**src/rtl/regfile_sb.sv**
```systemverilog
// Integer register file with per-register busy scoreboard for in-order issue.
// Define REGFILE_BYPASS_EN to forward the writeback port to reads and issue_ready in the same cycle.
module regfile_sb #(
  parameter int XLEN     = 32,
  parameter int NREGS    = 32,
  parameter int NRD      = 2,
  parameter int ZERO_REG = 1,
  localparam int AW      = $clog2(NREGS)
) (
  input  logic                clk,
  input  logic                rst_n,
  input  logic                we,
  input  logic [AW-1:0]       wa,
  input  logic [XLEN-1:0]     wd,
  input  logic [NRD*AW-1:0]   ra,
  output logic [NRD*XLEN-1:0] rd,
  output logic [NRD-1:0]      rbusy,
  input  logic                issue_valid,
  input  logic [AW-1:0]       issue_rd,
  output logic                issue_ready,
  input  logic                flush,
  output logic [AW:0]         busy_cnt
);

  logic [XLEN-1:0]  regs [NREGS];
  logic [NREGS-1:0] busy;
  logic [AW:0]      cnt;
  logic             wr_en;
  logic             iss_zero;
  logic             iss_acc;
  logic             set_inc;
  logic             clr_dec;

  assign wr_en    = we && !((ZERO_REG != 0) && (wa == '0));
  assign iss_zero = (ZERO_REG != 0) && (issue_rd == '0);

  always_comb begin
    issue_ready = iss_zero || !busy[issue_rd];
`ifdef REGFILE_BYPASS_EN
    if (we && (issue_rd == wa)) issue_ready = 1'b1;
`endif
  end

  assign iss_acc = issue_valid && issue_ready && !iss_zero;
  assign set_inc = iss_acc && !busy[issue_rd];
  // A same-cycle issue to the written register keeps the bit set, so no decrement.
  assign clr_dec = wr_en && busy[wa] && !(iss_acc && (issue_rd == wa));

  always_ff @(posedge clk or negedge rst_n) begin
    if (!rst_n) begin
      for (int i = 0; i < NREGS; i++) regs[i] <= '0;
    end else if (wr_en) begin
      regs[wa] <= wd;
    end
  end

  always_ff @(posedge clk or negedge rst_n) begin
    if (!rst_n) begin
      busy <= '0;
      cnt  <= '0;
    end else if (flush) begin
      busy <= '0;
      cnt  <= '0;
    end else begin
      if (wr_en)   busy[wa]       <= 1'b0;
      if (iss_acc) busy[issue_rd] <= 1'b1;
      cnt <= cnt + {{AW{1'b0}}, set_inc} - {{AW{1'b0}}, clr_dec};
    end
  end

  assign busy_cnt = cnt;

  always_comb begin
    rd    = '0;
    rbusy = '0;
    for (int i = 0; i < NRD; i++) begin
      if (!((ZERO_REG != 0) && (ra[i*AW +: AW] == '0))) begin
        rd[i*XLEN +: XLEN] = regs[ra[i*AW +: AW]];
        rbusy[i]           = busy[ra[i*AW +: AW]];
`ifdef REGFILE_BYPASS_EN
        if (wr_en && (wa == ra[i*AW +: AW])) begin
          rd[i*XLEN +: XLEN] = wd;
          rbusy[i]           = 1'b0;
        end
`endif
      end
    end
  end

endmodule

```
**config.mk**
```make
export PLATFORM = sky130hd
export DESIGN_NAME = regfile_sb
export DESIGN_NICKNAME = d
export VERILOG_FILES = /design/src/rtl/regfile_sb.sv
export SDC_FILE = /design/constraint.sdc
export NUM_CORES = 2
export LEC_CHECK = 0
export CAP_MARGIN = 20
export CORE_MARGIN = 5
export CORE_UTILIZATION = 60
export CTS_BUF_LIST = sky130_fd_sc_hd__clkbuf_4
export DETAILED_ROUTE_END_ITERATION = 8
export GPL_TIMING_DRIVEN = 1
export PLACE_DENSITY = 0.77
export SLEW_MARGIN = 20
export SYNTH_ARGS = -nofsm -noshare
export SYNTH_HDL_FRONTEND = slang
export SYNTH_SLANG_ARGS = --single-unit
```
**constraint.sdc**
```tcl
create_clock -name clk -period 7.9 [get_ports clk]
set_input_delay 1.185 -clock clk [delete_from_list [all_inputs] [get_ports clk]]
set_output_delay 1.185 -clock clk [all_outputs]
set_load 0.01 [all_outputs]
```
==> results.tsv <==
stage	metric	value	unit
outcome	status	finished clean	
placed_design	place_congestion	0.866	
timing	period_share	74.8	%
synth	yosysTopAreaCellShare	46.8	%
timing	setup_viol	0	
cts	cts_tree	built	
placed_design	dp_cells	4629	
worst_setup_path	cp_slowest_cell	nor4_1	
route	wire_per_inst	33.9	um
finish	drive_gt1_share	56.6	%
global_routing	grt_pass1_vias	40100	
worst_setup_path	critPathLaunchType	input pin	
min_path	hp-start	regs[1015]$_DFFE_PN0P_	
synth	ys_async_sr_fraction	100	%
route	drt_iter0_drc	4057	
worst_setup_path	critPathTopFamily	buffers and inverters	
global_routing	grt_pass1_wl	261	mm
cts	ctsLongestPathBuffers	4	
finish	area_growth	9.54	%
route	avgViaCountPerCell	7.28	
placed_design	port_buffers	129	
worst_setup_path	cp_max_fo	39	
worst_setup_path	cp_common_cell	buf_4	
floorplanning	die_width	318	um
timing	rsz0062_at_grt	no	
floorplanning	ios	130	
pwr	power.leakage	26.5	nW
timing	hold_viol_final	0	
cts	path_clk_slew	60	ps
cts	post-cts-setup-buffer-count	0	
timing	period_needed	5910	ps
worst_setup_path	worstPathArrival	4720	ps
finish	final_common_cell	dfrtp_1	
floorplanning	start_util	60.6	%
synth	netlist_area	0.0568	mm2
min_path	hold_end	regs[1015]$_DFFE_PN0P_	
timing	tightest_slew	1200	ps
cts	numCtsBuffers	298	
placed_design	dp_hpwl	100	mm
synth	synth_nets	3656	
cts	cts_root_buf	clkbuf_4	
synth	synth-main-ff-cell	dfrtp_1	
floorplanning	dieArea	0.101	mm2
pwr	ir_drop	120	uV
timing	max_freq	169	MHz
worst_setup_path	r2r-start	busy[27]$_DFF_PN0_	
worst_setup_path	crit_chain	buf_4, buf_4, mux4_2, nor2b_1, nor4_1, clkdlybuf4s50_1	
worst_setup_path	critPathBufInv	3	
timing	finClkSkew	103	ps
pwr	finalPower	0.0155	W
finish	layout.nets	3741	
worst_setup_path	cp.required	6710	ps
worst_setup_path	endpoint_kind	output pin	
cts	htreeDepth	5	
synth	synth_seq_area_share	46.8	%
route	drtAntennaViolNets	0	
finish	fin_cells	5113	
worst_setup_path	reg2reg_depth	12	
floorplanning	row_count	112	
synth	synth_cell_type_count	46	
floorplanning	fp.dieH	318	um
global_routing	grt_max_degree	173	
synth	synth_edf_count	0	
global_routing	grt_overflow	0	
timing	slew_viol_final	0	
min_path	whs_path_depth	0	
worst_setup_path	path_class	in2out	
timing	fin_tns_setup	0	ps
worst_setup_path	critPathMaxStageDelay	910	ps
run	drv_cap	0	
synth	synth_seq_cells	1062	
route	dr_total_vias	37200	
route	drcViolationCount	0	
synth	netlist_instances	3592	
floorplanning	core_area	0.0936	mm2
finish	final_cell_mix	dfrtp_1 (1062), mux2_2 (986), mux4_2 (610)	
synth	postSynthAreaPerCell	15.8	um2
cts	cts_resized	0	
cts	clkSinkCount	1062	
worst_setup_path	r2r_setup_slack	4140	ps
min_path	min_path_type	reg2reg	
global_routing	grt_antenna_before_repair	16	
global_routing	grt.total_usage	34.5	%
synth	ys_top_cells_by_area	dfrtp_1 (47%), mux4_2 (24%), mux2_2 (20%)	
timing	slew-limit-headroom	19.8	%
cts	clkLatencyLatePin	1190	ps
worst_setup_path	r2r-end	busy_cnt[4]$_DFF_PN0_	
route	wirelength	174	mm
synth	yosysWarningCount	0	
synth	yosys.area.top_type	dfrtp_1	
route	first_pass_iters	7	
pwr	p_per_area	249	mW/mm2
## worst reg2reg max path: stages (launching register included)
cell and delay (ps):
dfrtp_1 430, mux4_2 530, a22oi_1 220, o32ai_2 290, or3_1 520, ha_1 310
inv_1 40, ha_1 210, fa_1 440, a21o_1 170, a21oi_1 190, xor2_1 180
nor2_1 60
## registers in the layout, indices dropped and copies added, names as in the netlist
| name | cells |
|---|---|
| busy_cnt | 6 |
| busy | 32 |
| regs | 1024 |
## final cells by class
cell class | instances | area [um2]
diodes | 13 | 32.5
clock buffers | 426 | 3200
clock inverters | 43 | 241
fillers | 6417 | 31400
inverters | 52 | 195
multi-input cells | 2050 | 28300
flip-flops and latches | 1062 | 26600
well taps | 1254 | 1570
repair buffers | 213 | 2080
## cell usage after synthesis, types with 3 or more instances
| cell type | instances |
|---|---|
| buf_4 | 25 |
| a2111oi_0 | 34 |
| nor4_1 | 34 |
| inv_1 | 52 |
| buf_6 | 7 |
| mux2i_1 | 36 |
| nand4_1 | 3 |
| a221oi_1 | 33 |
| o32ai_1 | 14 |
| dfrtp_1 | 1062 |
| ha_1 | 6 |
| nor3_1 | 3 |
| clkbuf_1 | 258 |
| nand2_1 | 19 |
| or3_1 | 8 |
| buf_2 | 124 |
| mux2_1 | 6 |
| mux2_2 | 986 |
| nor2b_1 | 80 |
| a21o_1 | 3 |
| o211ai_1 | 4 |
| or3b_2 | 4 |
| mux4_2 | 610 |
| o221ai_1 | 34 |
| nand2b_1 | 5 |
| o21ai_0 | 9 |
| o22ai_1 | 36 |
| buf_1 | 13 |
| o31ai_1 | 12 |
| nor2_1 | 23 |
| nand3_1 | 29 |
## what timing repair did
item,4_1_cts,5_1_grt
hold buffers,1,0
endpoints found under the setup margin,0,0
endpoints found under the hold margin,15,0
## cells by family (layout without fill, tap and decap cells)
group / count (synthesis) / in the layout / share of synthesized area [%]
muxes: 1638 / 1638 / 44.5
DFF: 1062 / 1062 / 46.8
buffers and inverters: 480 / 734 / 3.71
and+or+nand+nor: 215 / 215 / 2.16
AOI/OAI and AO/OA: 186 / 186 / 2.59
adders and majority gates: 7 / 7 / 0.167
xor gates and xnor gates: 4 / 4 / 0.0617
other: 0 / 13 / 0
## per-layer routing
metal / routed length (um) / track usage [%]
met2: 79400 / 50.9
met5: 27 / 0
met1: 62800 / 45.7
met4: 9530 / 17.4
met3: 21800 / 12.5
## through the flow
step                      hold slack, ps  util [%]  area, um2  setup slack, ps
after floorplan                      441         -      56800             3770
after global placement               376      62.7      58700             2070
after detailed placement             384      62.7      58700             2140
after CTS                            397      66.4      62200             2140
after global routing                 407      66.4      62200             1910
final                                399      66.4      62200             1990
## report_power, final
part	internal [W]	switching (W)	leakage, nW
Sequential	0.00645	0.000766	13.7
Clock	0.00254	0.00228	2.09
Combinational	0.00205	0.00139	10.8
## worst max-delay path by stage
stage,endpoint,slack [ps],from,cells past startpoint
CTS,rd[47],2140,ra[5],7
floorplan,rd[49],3770,ra[5],7
global placement,rd[50],2070,ra[5],7
global route,rd[47],1910,ra[5],7
finish,rd[45],1990,ra[8],6
detailed placement,rd[47],2140,ra[5],7
No activity file was read; power rests on OpenSTA's default activity.
